File: config.mk
export PLATFORM = sky130hd
export DESIGN_NAME = text_console_writer
export DESIGN_NICKNAME = d
export VERILOG_FILES = /design/src/rtl/text_console_writer.sv
export SDC_FILE = /design/constraint.sdc
export NUM_CORES = 1
export LEC_CHECK = 0
export ABC_AREA = 1
export BUFFER_PORTS_ARGS = -buffer_cell sky130_fd_sc_hd__buf_2
export CAP_MARGIN = 15
export CORE_MARGIN = 2
export CORE_UTILIZATION = 25
export DETAILED_ROUTE_END_ITERATION = 7
export HOLD_SLACK_MARGIN = 0.02
export PLACE_DENSITY = 0.41
export SETUP_SLACK_MARGIN = 0.3
export SLEW_MARGIN = 10
export SYNTH_ARGS = -nofsm -noshare
export SYNTH_HDL_FRONTEND = slang
export SYNTH_SLANG_ARGS = --single-unit
File: constraint.sdc
create_clock -name clk -period 4.9 [get_ports clk]
set_input_delay 0.98 -clock clk [delete_from_list [all_inputs] [get_ports clk]]
set_output_delay 0.98 -clock clk [all_outputs]
set_load 0.005 [all_outputs]
File: src/rtl/text_console_writer.sv
// Console front end: codepoint stream in, cursor/attribute tracking,
// screenbuffer and colour-buffer byte-lane writes out on the system bus.
module text_console_writer #(
  parameter logic [31:0] SCREENBUFFER_BASE_ADDR = 32'h10000,
  parameter int          COLS                   = 80,
  parameter int          ROWS                   = 30,
  parameter logic [11:0] DEFAULT_COLOR          = 12'h03F
) (
  input  logic        clk,
  input  logic        rst,
  input  logic [7:0]  char_in,
  input  logic        char_valid,
  output logic        char_ready,
  input  logic [11:0] color_in,
  input  logic        color_we,
  input  logic        clear,
  output logic        busy,
  output logic [6:0]  cursor_col,
  output logic [4:0]  cursor_row,
  output logic [31:0] addr,
  output logic [31:0] wdata,
  output logic [3:0]  wmask,
  output logic        wen,
  output logic        ren,
  input  logic        ready
);

  localparam logic [31:0] BASE      = SCREENBUFFER_BASE_ADDR;
  localparam logic [31:0] COL_BASE  = BASE + 32'(ROWS * COLS);
  localparam logic [11:0] LCHR_LAST = 12'(COLS / 4 - 1);
  localparam logic [11:0] LCOL_LAST = 12'(COLS - 1);
  localparam logic [11:0] CCHR_LAST = 12'(ROWS * COLS / 4 - 1);
  localparam logic [11:0] CCOL_LAST = 12'(ROWS * COLS - 1);
  localparam logic [6:0]  COL_LAST  = 7'(COLS - 1);
  localparam logic [4:0]  ROW_LAST  = 5'(ROWS - 1);
  localparam logic [31:0] SPACES    = 32'h20202020;

  typedef enum logic [2:0] {
    IDLE,
    WR_CHAR,
    WR_COLOR,
    LINE_CHR,
    LINE_COL,
    CLR_CHR,
    CLR_COL
  } state_t;

  state_t      state_q, state_d;
  logic [6:0]  col_q, col_d;
  logic [4:0]  row_q, row_d;
  logic [4:0]  clr_row_q, clr_row_d;
  logic [11:0] attr_q, attr_d;
  logic [11:0] lat_q, lat_d;
  logic [7:0]  char_q, char_d;
  logic [11:0] cnt_q, cnt_d;
  logic [31:0] addr_q, addr_d;
  logic [31:0] wdata_q, wdata_d;
  logic [3:0]  wmask_q, wmask_d;
  logic        wen_q, wen_d;

  logic        issue;
  logic        done;
  logic [4:0]  nxt_row;
  logic [11:0] idx;
  logic [11:0] lbase;
  logic [11:0] lcell;

  assign done    = wen_q & ready;
  assign nxt_row = (row_q == ROW_LAST) ? 5'd0 : row_q + 5'd1;
  assign idx     = 12'(row_q) * 12'(COLS) + {5'b0, col_q};
  assign lbase   = 12'(clr_row_d) * 12'(COLS);
  assign lcell   = lbase + cnt_d;

  always_comb begin
    state_d    = state_q;
    col_d      = col_q;
    row_d      = row_q;
    clr_row_d  = clr_row_q;
    lat_d      = lat_q;
    char_d     = char_q;
    cnt_d      = cnt_q;
    attr_d     = color_we ? color_in : attr_q;
    issue      = 1'b0;
    char_ready = 1'b0;
    unique case (state_q)
      IDLE: begin
        char_ready = ~clear;
        if (clear) begin
          lat_d   = attr_q;
          cnt_d   = '0;
          state_d = CLR_CHR;
          issue   = 1'b1;
        end else if (char_valid) begin
          char_d = char_in;
          lat_d  = attr_q;
          case (char_in)
            8'h0D: col_d = '0;
            8'h08: if (col_q != 7'd0) col_d = col_q - 7'd1;
            8'h0A: begin
              col_d     = '0;
              row_d     = nxt_row;
              clr_row_d = nxt_row;
              cnt_d     = '0;
              state_d   = LINE_CHR;
              issue     = 1'b1;
            end
            default: begin
              state_d = WR_CHAR;
              issue   = 1'b1;
            end
          endcase
        end
      end
      WR_CHAR: begin
        if (done) begin
          state_d = WR_COLOR;
          issue   = 1'b1;
        end
      end
      WR_COLOR: begin
        if (done) begin
          if (col_q == COL_LAST) begin
            // cursor moves only once the new row is blank
            clr_row_d = nxt_row;
            cnt_d     = '0;
            state_d   = LINE_CHR;
            issue     = 1'b1;
          end else begin
            col_d   = col_q + 7'd1;
            state_d = IDLE;
          end
        end
      end
      LINE_CHR: begin
        if (done) begin
          issue = 1'b1;
          if (cnt_q == LCHR_LAST) begin
            cnt_d   = '0;
            state_d = LINE_COL;
          end else begin
            cnt_d = cnt_q + 12'd1;
          end
        end
      end
      LINE_COL: begin
        if (done) begin
          if (cnt_q == LCOL_LAST) begin
            col_d   = '0;
            row_d   = clr_row_q;
            state_d = IDLE;
          end else begin
            cnt_d = cnt_q + 12'd1;
            issue = 1'b1;
          end
        end
      end
      CLR_CHR: begin
        if (done) begin
          issue = 1'b1;
          if (cnt_q == CCHR_LAST) begin
            cnt_d   = '0;
            state_d = CLR_COL;
          end else begin
            cnt_d = cnt_q + 12'd1;
          end
        end
      end
      CLR_COL: begin
        if (done) begin
          if (cnt_q == CCOL_LAST) begin
            col_d   = '0;
            row_d   = '0;
            state_d = IDLE;
          end else begin
            cnt_d = cnt_q + 12'd1;
            issue = 1'b1;
          end
        end
      end
      default: state_d = IDLE;
    endcase
  end

  always_comb begin
    addr_d  = addr_q;
    wdata_d = wdata_q;
    wmask_d = wmask_q;
    wen_d   = wen_q;
    if (issue) begin
      wen_d = 1'b1;
      unique case (state_d)
        WR_CHAR: begin
          addr_d  = BASE + {20'b0, idx};
          wdata_d = {4{char_d}};
          wmask_d = 4'b0001 << idx[1:0];
        end
        WR_COLOR: begin
          addr_d  = COL_BASE + {18'b0, idx, 2'b00};
          wdata_d = {20'b0, lat_d};
          wmask_d = 4'b0011;
        end
        LINE_CHR: begin
          addr_d  = BASE + {20'b0, lbase} + {18'b0, cnt_d, 2'b00};
          wdata_d = SPACES;
          wmask_d = 4'b1111;
        end
        LINE_COL: begin
          addr_d  = COL_BASE + {18'b0, lcell, 2'b00};
          wdata_d = {20'b0, lat_d};
          wmask_d = 4'b0011;
        end
        CLR_CHR: begin
          addr_d  = BASE + {18'b0, cnt_d, 2'b00};
          wdata_d = SPACES;
          wmask_d = 4'b1111;
        end
        CLR_COL: begin
          addr_d  = COL_BASE + {18'b0, cnt_d, 2'b00};
          wdata_d = {20'b0, lat_d};
          wmask_d = 4'b0011;
        end
        default: wen_d = 1'b0;
      endcase
    end else if (done) begin
      wen_d = 1'b0;
    end
  end

  always_ff @(posedge clk or negedge rst) begin
    if (!rst) begin
      state_q   <= IDLE;
      col_q     <= '0;
      row_q     <= '0;
      clr_row_q <= '0;
      attr_q    <= DEFAULT_COLOR;
      lat_q     <= DEFAULT_COLOR;
      char_q    <= '0;
      cnt_q     <= '0;
      addr_q    <= '0;
      wdata_q   <= '0;
      wmask_q   <= '0;
      wen_q     <= 1'b0;
    end else begin
      state_q   <= state_d;
      col_q     <= col_d;
      row_q     <= row_d;
      clr_row_q <= clr_row_d;
      attr_q    <= attr_d;
      lat_q     <= lat_d;
      char_q    <= char_d;
      cnt_q     <= cnt_d;
      addr_q    <= addr_d;
      wdata_q   <= wdata_d;
      wmask_q   <= wmask_d;
      wen_q     <= wen_d;
    end
  end

  assign busy       = (state_q != IDLE);
  assign cursor_col = col_q;
  assign cursor_row = row_q;
  assign addr       = addr_q;
  assign wdata      = wdata_q;
  assign wmask      = wmask_q;
  assign wen        = wen_q;
  assign ren        = 1'b0;

endmodule

## Yosys cells after proc, flatten, opt, wreduce, memory -nomap -nowiden

Index checks and enable logic that the tools add are counted.

- Word-level logic and storage cells: 159
- RAM bits: 0
- Output and inout port bits: 84
- Bits of input ports: 26
- Memories kept: 0
- Register bits after elaboration: 133
- Memory bits (read-only): 0
- Latch bits: 0

- Reductions and logical operators: 18
- Div/mod/pow operators: 0
- Equality and inequality tests: 32
- Bitwise operators: 2
- Shifts and indexed selects: 1
- Mux-type cells: 79
- $lt $le $gt $ge: 0
- Add/sub/neg operators: 13
- Multipliers: 2

Operators with widths:

| cell | count |
|---|---|
| $mux 12 | 16 |
| $pmux 32 s6 | 1 |
| $pmux 32 s3 | 1 |
| $add 17x14->18 const A | 4 |
| $pmux 12 s6 | 1 |
| $mux 5 | 13 |
| $mux 7 | 9 |
| $add 17x12->18 const A | 2 |
| $mux 3 | 12 |
| $pmux 7 s4 | 1 |
| $eq 8x4->1 const B | 3 |
| $mux 8 | 3 |
| $pmux 3 s7 | 1 |
| $add 18x14->19 | 1 |
| $eq 3x3->1 const B | 6 |
| $mul 5x3->8 const B | 2 |
| $ne 2x2->1 const B | 8 |
| $pmux 5 s3 | 1 |
| $mux 1 | 14 |
| $pmux 7 s2 | 1 |
| $add 12x1->12 const B | 1 |
| $add 12x12->12 | 1 |
| $add 12x7->12 | 1 |
| $eq 12x10->1 const B | 1 |
| other kinds (33) | 43 |

## Depth between registers and ports, before layout

Gate-level depths: netlist of the first run.

- Depth after elaboration: 10
- Depth in mapped cells: 33

## Least setup slack after synthesis of the first run

Ideal clock, no wire load.

- Path type: in2reg
- Start: input port ready
- End: register addr_q[13] (netlist: addr[13])
- Path buffers: 1
- Setup time: 0.116 ns
- Arrival time: 4.552 ns
- Path slack: 0.231 ns
- Stages: 26
- Cells stage by stage: nand2_2 > inv_1 > buf_2 > nand2_1 > nand2_2 > o21ai_0 > ha_1 > ha_1 > inv_1 > fa_1 > inv_1 > ha_1 > a21oi_1 > o31ai_1 > a21oi_1 > nand3_1 > nand2_1 > nand2_1 > nand2_1 > nor2_1 > nor2_1 > nand3_1 > nand3_1 > nand2_1 > nand2_1 > nand2_1

- Word-level cells in the longest chain between the ends: 7
- Elaborated cells on any way between the ends: 37
- Those cells by class: add/sub: 6; mul: 1; eq/ne: 6; mux: 21; bitwise: 1; reduce/logical: 2

RTL lines:

| element | line | RTL |
|---|---|---|
| from (decl) | 25 | `input logic ready` |
| $and 1x1->1 * | 68 | `assign done = wen_q & ready;` |
| $mux 5 * | 121 | `if (done) begin` |
| $pmux 5 s2 * | 85 | `unique case (state_q)` |
| via clr_row_d[1] | 51 | `logic [4:0] clr_row_q, clr_row_d;` |
| $mul 5x3->8 * | 71 | `assign lbase = 12'(clr_row_d) * 12'(COLS);` |
| $add 17x12->18 or $add 12x12->12 (tied branches) | 203, 72 |  |
| $add 18x14->19 or $add 17x14->18 (tied branches) | 203, 208 |  |
| $pmux 32 s6 * | 191 | `unique case (state_d)` |
| to (signal assigned) | 252 | `addr_q <= addr_d;` |
| to (decl) | 56 | `logic [31:0] addr_q, addr_d;` |

The timed path passes the listed nets; every way through them passes the cells marked *. The select of a mux whose other input is x is not followed.
A chain may end at the register's enable or synchronous reset.

## Worst setup path in the final report of the first run

- Start: input port char_in[0]
- End: register addr_q[13] (netlist: addr[13])

- Word-level cells in the longest chain between the ends: 9
- Elaborated cells on any way between the ends: 36
- Those cells by class: add/sub: 6; mul: 1; eq/ne: 9; mux: 17; reduce/logical: 3

RTL lines:

| element | line | RTL |
|---|---|---|
| from (decl) | 11 | `input logic [7:0] char_in,` |
| $eq 8x4->1 * | 96 | `case (char_in)` |
| $mux 5 * | 96 |  |
| $mux 5 * | 93 | `end else if (char_valid) begin` |
| $mux 5 * | 88 | `if (clear) begin` |
| $pmux 5 s2 * | 85 |  |
| via clr_row_d[4] | 51 |  |
| $mul 5x3->8 * | 71 |  |
| $add 17x12->18 or $add 12x12->12 (tied branches) | 203, 72 |  |
| $add 18x14->19 or $add 17x14->18 (tied branches) | 203, 208 |  |
| $pmux 32 s6 * | 191 |  |

Marked as above.

==> key figures, run 1 <==
Run status
  • Status: finished, final reports clean

Routing
  • Via density: 4.66
  • WL final: 27.5 mm
  • Total number of vias: 7667
  • DRT iter0 DRCs: 560
  • DRT antenna net count: 0
  • DR pass1 iterations: 5
  • Routed len/inst: 16.7 µm
  • Residual DRC: 0

Final layout
  • Non-filler cells, final: 1647
  • FILL cells: 3512
  • Layout area overhead: 19.2%
  • # diodes: 0
  • Reg area: 2650 µm²
  • Net count, final: 1310
  • Layout cells sized above 1: 0.223
  • Multi-input logic area: 4570 µm²

Floorplanning
  • Initial Utilization: 0.253
  • Die H: 182 µm
  • Top Ports: 110
  • Num rows: 65
  • Die Area: 33200 µm²
  • Core area: 31400 µm²
  • Die span in x: 182 µm

Clocking
  • CTS tree: yes
  • Root buffer cell: clkbuf_16
  • Cts bufs inserted: 9
  • Clock-pin slew on the worst setup and hold paths: 0.08 ns
  • H-tree depth: 3
  • Clock latency on the worst-skew pair: 0.36 ns
  • Clock sinks: 105
  • CTS Buffer Depth: 2

Yosys
  • Synthesized flop and latch total: 105
  • Syn Std Cell Area: 7930 µm²
  • Netlist cell types: 55
  • Synth area leaders: dfrtp_1, nand2_1, inv_1
  • Synth top area share: 0.294
  • Most frequent cell after synthesis: nand2_1
  • Top post-synthesis cells by count: nand2_1, inv_1, nor2_1
  • Yosys Warn Count: 0
  • Post-synth EDFFs: 0
  • Top FF cell, synth: dfrtp_1
  • Register area share after synthesis: 0.333
  • Synth area leader: dfrtp_1
  • Synth Instances: 1121
  • Async set or reset register ratio after synthesis: 1.00
  • Avg Inst Size Synth: 7.07 µm²

STA
  • Worst Max-Slew Pin Slew: 0.946 ns
  • Relative slew slack: 0.365
  • Setup Skew: 0.0112 ns
  • Max Slew Vio Count: 0
  • Final Hold Vio Count: 0
  • Min cycle time layout: 4.29 ns
  • Final setup viols: 0
  • RSZ-0062 raised after global routing: true
  • Ratio of final minimum period to clock period: 0.875
  • Max Freq: 233 MHz

Global routing
  • First-pass GRT wire length: 42.5 mm
  • Gr usage total: 0.165
  • Largest net degree at the start of global routing: 58
  • Vias in the first global route: 7332
  • Initial antenna violation count: 0
  • Grt ovf: 0

Worst setup path
  • CP peak stage delay: 0.44 ns
  • CP endpoint kind: flop
  • Setup crit start kind: primary input
  • Critical Path Most Common Cell: nand2_1
  • Critical path peak fanout: 4
  • Critical path class: in -> reg
  • Worst path required time: 5.15 ns
  • CP arrival: 4.54 ns
  • CP max-delay cell: fa_1

Min path
  • HP Class: reg -> reg

Placement
  • GPL Wtd Cong: 0.935
  • Hpwl dp: 21.7 mm
  • I/O Buffers: 92
  • Number of instances in the placed design: 1626

Flow run
  • Max-Cap Viols: 0
==> per-stage QoR <==
step	utilization	cell area, µm²	hold WS, ns	worst slack (ns)	setup TNS (ns)
floorplan	-	7990	0.438	0.347	0
global placement	0.285	8960	0.449	-0.0839	-0.187
detailed placement	0.285	8960	0.453	-0.172	-0.590
CTS	0.295	9270	0.470	0.335	0
global route	0.301	9450	0.473	0.193	0
finish	0.301	9450	0.465	0.610	0
==> metal layers <==
metal  vias to the layer above  global-route usage  part of all wire  wire (µm)
met5                         -                   0                 0          0
met2                       188               0.276              0.47      13000
met1                      3645               0.230              0.47      13000
met3                        17              0.0224             0.045       1220
met4                         0              0.0268            0.0087        240
li1                       3817                   -                 -          -
==> flip-flops by register name, summed over array words and instances, names as in the netlist <==
register and flops:
cursor_col 7, addr 16, attr_q 12, wmask 4, cnt_q 12, lat_q 12, clr_row_q 5, cursor_row 5
wen 1, char_q 8, wdata 20, state_q 3
==> kinds of logic (layout without fill, tap and decap cells) <==
| group | after synthesis | count (layout) | share of synthesized area |
|---|---|---|---|
| adders and majority gates | 44 | 44 | 0.0742 |
| and+or+nand+nor | 563 | 563 | 0.318 |
| DFF | 105 | 105 | 0.333 |
| buffers and inverters | 206 | 314 | 0.118 |
| AOI/OAI and AO/OA | 185 | 185 | 0.137 |
| xor gates and xnor gates | 17 | 17 | 0.0188 |
| other | 1 | 17 | 0.000473 |
==> critical path, delay by kind of cell <==
family,cells,cell delay (ns)
XOR/XNOR,1,0.14
adder cells (fa/ha/maj),3,0.99
buffers and inverters,6,0.61
AND/OR/NAND/NOR,21,1.83
==> repair_timing <==
item,CTS,global route
endpoints found under the setup margin,5,6
pin swaps,0,10
gates resized for setup,6,32
cloned,0,0
setup buffers,0,5
hold buffers,0,0
==> path summary, 6_finish.rpt <==
check	startpoint	end	slack [ns]	cells after the start
worst min register to register	addr[16]	addr[16]	0.46	1
min in group asynchronous	rst	addr[16]	0.48	1
max in group asynchronous	rst	attr_q[6]	3.43	2
worst min-delay path	addr[16]	addr[16]	0.46	1
worst max register to register	state_q[2]	addr[13]	0.65	30
worst max-delay path	char_in[0]	addr[13]	0.61	31
==> cell usage in the layout, fill, tap and decap left out, types with 6 or more instances in the layout <==
master     netlist  routed
nand3_1         78      74
dfstp_2         12      12
ha_1            39      33
o211ai_1        10      10
o21ai_0         69      64
nor2_1         113     107
nand4_1         14      14
nor2_2           7       9
buf_2            9      91
inv_1          132     131
a21oi_1         56      53
conb_1           1      17
xor2_1          12      12
nor2_4           6      10
nand2_1        293     291
o21ai_1          7      11
a21oi_2          3       6
buf_4           31      56
a31oi_1          9       9
clkbuf_16        0       9
nand2_2         17      18
nor3_1          13      13
dfrtp_1         93      91
inv_2           18      19
==> final cells by class <==
cell class	count	area share
clock inverter	6	0.00516
timing repair buffer	147	0.0927
sequential	105	0.280
multi-input combinational	826	0.484
clock buffer	10	0.0253
tap	402	0.0532
inverter	151	0.0602
Power of run 1 is not shown: default switching activity piles up to over one toggle a cycle in this logic, so the estimate is an artifact.
==> inputs of run 2 (changes only) <==
--- a/config.mk
+++ b/config.mk
@@ -8,6 +8,7 @@
 export ABC_AREA = 1
 export BUFFER_PORTS_ARGS = -buffer_cell sky130_fd_sc_hd__buf_2
 export CAP_MARGIN = 15
+export CORE_ASPECT_RATIO = 0.7
 export CORE_MARGIN = 2
 export CORE_UTILIZATION = 25
 export DETAILED_ROUTE_END_ITERATION = 7
==> run 2 against run 1 <==
  * Clock-buffer cell count shrank 1
  * Cell count grew 1.5%
  * Critical path depth grew 1
  * Sequential share of layout area shrank 0.52 points
  * Fmax shrank 0.32%
  * Utilization grew 0.73 points
  * Global-route usage grew 1.1 points
==> key figures, run 2 (synthesis gave the netlist of run 1 again) <==
STA
  • Max Slew Vio Count: 0 (unchanged)
  • Final setup viols: 0 (unchanged)
  • Max Freq: 232 MHz (was 233 MHz)
  • Final Hold Vio Count: 0 (unchanged)
  • RSZ-0062 raised after global routing: true (unchanged)
  • Worst Max-Slew Pin Slew: 0.954 ns (was 0.946 ns)
  • Ratio of final minimum period to clock period: 0.878 (was 0.875)
  • Min cycle time layout: 4.30 ns (was 4.29 ns)
  • Setup Skew: 0.00900 ns (was 0.0112 ns)
  • Relative slew slack: 0.359 (was 0.365)

Clocking
  • Clock sinks: 105 (unchanged)
  • H-tree depth: 3 (unchanged)
  • CTS tree: yes (unchanged)
  • Clock latency on the worst-skew pair: 0.37 ns (was 0.36 ns)
  • Clock-pin slew on the worst setup and hold paths: 0.09 ns (was 0.08 ns)
  • CTS Buffer Depth: 2 (unchanged)
  • Root buffer cell: clkbuf_16 (unchanged)
  • Cts bufs inserted: 9 (unchanged)

Final layout
  • Layout cells sized above 1: 0.244 (was 0.223)
  • FILL cells: 3498 (was 3512)
  • Layout area overhead: 21.4% (was 19.2%)
  • Net count, final: 1317 (was 1310)
  • # diodes: 0 (unchanged)
  • Post-route cell area: 9630 µm² (was 9450 µm²)
  • Commonest non-fill, non-tap cell in the layout: nand2_1 (unchanged)
  • Commonest cells after routing, fill and taps aside: nand2_1, inv_1, nor2_1, dfrtp_1, buf_2 (unchanged)
  • Max reg flops: 20 (unchanged)

Global routing
  • First-pass GRT wire length: 44.6 mm (was 42.5 mm)
  • Initial antenna violation count: 0 (unchanged)
  • Gr usage total: 0.176 (was 0.165)
  • Largest net degree at the start of global routing: 64 (was 58)
  • Vias in the first global route: 7244 (was 7332)
  • Grt ovf: 0 (unchanged)

Min path
  • HP Start: wmask[1] (was addr[16])
  • Hold Path Depth: 2 (was 1)
  • HP Class: reg -> reg (unchanged)
  • WHS Endpoint: wmask[1] (was addr[16])

Worst setup path
  • Worst-case reg-to-reg path depth: 31 (was 30)
  • CP arrival: 4.57 ns (was 4.54 ns)
  • Worst path required time: 5.17 ns (was 5.15 ns)
  • Critical path class: in -> reg (unchanged)
  • CP peak stage delay: 0.42 ns (was 0.44 ns)
  • Setup crit start kind: primary input (unchanged)
  • Critical path peak fanout: 7 (was 4)
  • CP endpoint kind: flop (unchanged)
  • Critical Path Most Common Cell: nand2_1 (unchanged)
  • Reg-to-reg critical path endpoint: addr[13] (unchanged)
  • Crit Reg-Reg Startpoint: state_q[2] (unchanged)
  • R2R Setup Slk: 0.61 ns (was 0.65 ns)
  • CP max-delay cell: fa_2 (was fa_1)

Routing
  • Total number of vias: 7700 (was 7667)
  • Via density: 4.61 (was 4.66)
  • Routed len/inst: 17.2 µm (was 16.7 µm)
  • Residual DRC: 0 (unchanged)
  • DR pass1 iterations: 5 (unchanged)
  • DRT antenna net count: 0 (unchanged)
  • DRT iter0 DRCs: 643 (was 560)
  • WL final: 28.8 mm (was 27.5 mm)

Floorplanning
  • Initial Utilization: 0.254 (was 0.253)
  • Top Ports: 110 (unchanged)
  • Core area: 31200 µm² (was 31400 µm²)
  • Die Area: 33200 µm² (about the same)
  • Num rows: 54 (was 65)
  • Die H: 153 µm (was 182 µm)
  • Die span in x: 217 µm (was 182 µm)

Placement
  • Placement Cell Area: 9030 µm² (was 8960 µm²)
  • Hpwl dp: 22.9 mm (was 21.7 mm)
  • I/O Buffers: 92 (unchanged)
  • GPL Wtd Cong: 0.873 (was 0.935)

Flow run
  • Max-Cap Viols: 0 (unchanged)

Run status
  • Status: finished, final reports clean (unchanged)
[run 2: layout make-up]
type | count | area [µm²] | share of cell area
Clock buffer | 9 | 225 | 0.0234
Clock inverter | 7 | 86.3 | 0.00897
Inverter | 151 | 569 | 0.0591
Multi-Input combinational cell | 826 | 4650 | 0.483
Sequential cell | 105 | 2640 | 0.275
Tap cell | 420 | 526 | 0.0546
Timing Repair Buffer | 154 | 928 | 0.0964
[run 2: layer usage]
layer / vias to the layer above / global-route usage / routed length, µm
met1: 3659 / 0.294 / 16000
met5: - / 0 / 0
li1: 3837 / - / -
met3: 10 / 0.0249 / 1440
met2: 194 / 0.234 / 11100
met4: 0 / 0.0271 / 212
[run 2: metrics by stage]
stage,utilization,hold slack (ns),setup slack [ns],TNS (ns),std cells
floorplan,-,0.438,0.347,0,1137
global placement,0.289,0.457,-0.188,-0.326,1650
detailed placement,0.289,0.456,-0.220,-0.693,1650
CTS,0.300,0.483,0.309,0,1666
global route,0.308,0.508,0.276,0,1672
finish,0.308,0.479,0.597,0,1672
[run 2: timing repair]
action	CTS	global route
gates cloned	0	0
buffers inserted	0	6
resized for setup	5	57
pin swaps	0	24
hold buffers	0	0
endpoints found under the setup margin	5	6
[run 2: worst max path at each step]
| stage | start | depth (start not counted) | endpoint |
|---|---|---|---|
| floorplan | char_in[5] | 29 | addr[13] |
| global placement | char_in[5] | 28 | addr[11] |
| detailed placement | char_in[4] | 28 | addr[11] |
| CTS | char_in[2] | 30 | addr[13] |
| global route | state_q[2] | 27 | addr[12] |
| finish | char_in[7] | 32 | addr[13] |
[run 2: critical path, delay by kind of cell]
kind	cells	cell delay (ns)
AO/OA/AOI/OAI	3	0.39
XOR/XNOR	1	0.15
adder cells (fa/ha/maj)	4	1.07
AND/OR/NAND/NOR	18	1.48
buffers and inverters	6	0.47
Power of run 2 is left out for the same reason.
==> inputs of run 3 (changes only) <==
--- a/config.mk
+++ b/config.mk
@@ -10,10 +10,10 @@
 export CAP_MARGIN = 15
 export CORE_ASPECT_RATIO = 0.7
 export CORE_MARGIN = 2
-export CORE_UTILIZATION = 25
+export CORE_UTILIZATION = 40
 export DETAILED_ROUTE_END_ITERATION = 7
 export HOLD_SLACK_MARGIN = 0.02
-export PLACE_DENSITY = 0.41
+export PLACE_DENSITY = 0.61
 export SETUP_SLACK_MARGIN = 0.3
 export SLEW_MARGIN = 10
 export SYNTH_ARGS = -nofsm -noshare
==> constraint.sdc (replaced) <==
create_clock -name clk -period 3.8 [get_ports clk]
set_input_delay 1.14 -clock clk [delete_from_list [all_inputs] [get_ports clk]]
set_output_delay 1.14 -clock clk [all_outputs]
set_load 0.005 [all_outputs]
==> run 3 against run 2 <==
  * Sequential share of layout area fell by 3.1 points
  * Register-to-register slack worse by 1.0 ns
  * Design area increased by 13%
  * Global-route usage grew 8.5 points
  * Flip-flop and latch count stayed put
  * First-iteration DRC count up 15%
  * The flow now finishes with violations (negative setup slack)
  * Setup slack got worse by 1.1 ns
  * Non-clock buffer count up 127
  * Die area shrank 37%
  * Critical path type unchanged
  * Worst hold slack lost 0.0028 ns
==> key figures, run 3 (synthesis gave the netlist of run 1 again) <==
Global routing
  • Largest net degree at the start of global routing: 53 (was 64)
  • First-pass GRT wire length: 41.7 mm (was 44.6 mm)
  • Grt ovf: 0 (unchanged)
  • Vias in the first global route: 7611 (was 7244)
  • Initial antenna violation count: 0 (unchanged)
  • Gr usage total: 0.261 (was 0.176)

Routing
  • Highest Signal Layer: met4 (unchanged)
  • DRT iter0 DRCs: 738 (was 643)
  • DR pass1 iterations: 7 (was 5)
  • Met3 Wirelength: 2.07 mm (was 1.44 mm)
  • WL met2: 10.9 mm (was 11.1 mm)
  • Total number of vias: 8360 (was 7700)
  • WL final: 26.8 mm (was 28.8 mm)
  • Metal-1 WL: 13.5 mm (was 16.0 mm)
  • Via density: 5.07 (was 4.61)
  • Residual DRC: 0 (unchanged)
  • DRT antenna net count: 0 (unchanged)
  • Routed len/inst: 16.3 µm (was 17.2 µm)

Clocking
  • H-tree depth: 3 (unchanged)
  • Clock latency on the worst-skew pair: 0.36 ns (was 0.37 ns)
  • Hold buffer count at CTS: 0 (unchanged)
  • CTS Buffer Depth: 2 (unchanged)
  • Clock-pin slew on the worst setup and hold paths: 0.07 ns (was 0.09 ns)
  • Root buffer cell: clkbuf_16 (unchanged)
  • Cts bufs inserted: 9 (unchanged)
  • CTS tree: yes (unchanged)
  • Clock sinks: 105 (unchanged)

Final layout
  • Non-filler cells, final: 1649 (was 1672)
  • # diodes: 0 (unchanged)
  • Commonest cells after routing, fill and taps aside: nand2_1, buf_4, inv_1, nor2_1, dfrtp_1 (was nand2_1, inv_1, nor2_1, dfrtp_1, buf_2)
  • Post-route cell area: 10800 µm² (was 9630 µm²)
  • Commonest non-fill, non-tap cell in the layout: nand2_1 (unchanged)
  • Net count, final: 1444 (was 1317)
  • Layout cells sized above 1: 0.347 (was 0.244)
  • Max reg flops: 20 (unchanged)
  • Layout area overhead: 36.8% (was 21.4%)

Floorplanning
  • Die span in x: 172 µm (was 217 µm)
  • Top Ports: 110 (unchanged)
  • Die Area: 21000 µm² (was 33200 µm²)
  • Die H: 122 µm (was 153 µm)
  • Initial Utilization: 0.404 (was 0.254)
  • Core area: 19600 µm² (was 31200 µm²)
  • Num rows: 43 (was 54)

Worst setup path
  • Critical path class: in -> reg (unchanged)
  • Worst path required time: 4.05 ns (was 5.17 ns)
  • Reg-to-reg critical path endpoint: addr[13] (unchanged)
  • Critical Path End: addr[13] (unchanged)
  • R2R Setup Slk: -0.43 ns (was 0.61 ns)
  • CP endpoint kind: flop (unchanged)
  • Crit path launch: char_in[0] (was char_in[7])
  • Critical path peak fanout: 7 (unchanged)
  • CP peak stage delay: 0.44 ns (was 0.42 ns)
  • CP arrival: 4.57 ns (about the same)
  • CP max-delay cell: fa_2 (unchanged)
  • Setup crit start kind: primary input (unchanged)
  • Crit Reg-Reg Startpoint: cursor_col[0] (was state_q[2])
  • Worst-case reg-to-reg path depth: 29 (was 31)
  • Critical Path Most Common Cell: nand2_1 (unchanged)

Placement
  • Hpwl dp: 21.0 mm (was 22.9 mm)
  • Number of instances in the placed design: 1617 (was 1650)
  • Placement Cell Area: 9890 µm² (was 9030 µm²)
  • GPL Wtd Cong: 0.937 (was 0.873)
  • Pre-CTS WS: -1.09 ns (was -0.220 ns)
  • I/O Buffers: 92 (unchanged)

STA
  • Relative slew slack: 0.534 (was 0.359)
  • Final Hold Vio Count: 0 (unchanged)
  • Ratio of final minimum period to clock period: 1.14
  • Min cycle time layout: 4.32 ns
  • Final setup viols: 6 (was 0)
  • Worst Max-Slew Pin Slew: 0.699 ns (was 0.954 ns)
  • Final worst slack: -0.518 ns (was 0.597 ns)
  • Max Slew Vio Count: 0 (unchanged)
  • Max Freq: 232 MHz
  • Worst hold margin: 0.476 ns (was 0.479 ns)
  • RSZ-0062 raised after global routing: true (unchanged)
  • Setup Skew: 0.00767 ns (was 0.00900 ns)

Run status
  • Failing checks: negative setup slack
  • Status: finished with violations (was finished, final reports clean)

Min path
  • HP Class: reg -> reg (unchanged)

Flow run
  • Max-Cap Viols: 0 (unchanged)
-- run 3: cell types whose count changed in the layout (fill, tap and decap cells not counted), sizes merged --
cell and delta:
buf +127, bufinv +1, clkbuf +1, clkinv -1, clkinvlp +1, inv -2
-- run 3: stage by stage --
stage                      util  setup TNS [ns]
after floorplan               -           -2.30
after global placement    0.504           -6.10
after detailed placement  0.504           -6.50
after CTS                 0.541           -2.20
after global routing      0.552           -3.51
final                     0.552           -2.46
-- run 3: worst min-delay path by stage --
stage,startpoint,to,slack [ns],cells after the start
CTS,addr[16],addr[16],0.48,1
global placement,addr[16],addr[16],0.45,1
finish,addr[16],addr[16],0.48,1
detailed placement,addr[10],addr[10],0.46,2
floorplan,char_q[1],char_q[1],0.44,2
global route,addr[16],addr[16],0.50,1
-- run 3: per-layer routing --
metal  up-vias  global-route usage
li1       4103                   -
met5         -                   0
met4         0              0.0520
met1      3893               0.421
met3        29              0.0448
met2       335               0.360
-- run 3: what timing repair did --
action / in CTS / in global routing
setup endpoints to repair: 9 / 9
resized for setup: 73 / 42
setup buffers: 10 / 6
pin swaps: 61 / 40
-- run 3: area by class of cell --
class	instances	area (µm²)
fill	1869	8790
tap	270	338
multi-input combinational	826	4990
clock inverter	6	73.8
timing repair buffer	281	1960
inverter	151	602
clock buffer	10	239
sequential	105	2640
-- run 3: critical path: cells and delay by family --
family	cells	cell delay (ns)
AO/OA/AOI/OAI	4	0.57
adder cells (fa/ha/maj)	4	1.08
buffers and inverters	4	0.29
AND/OR/NAND/NOR	18	1.49
Power of run 3 is left out for the same reason.
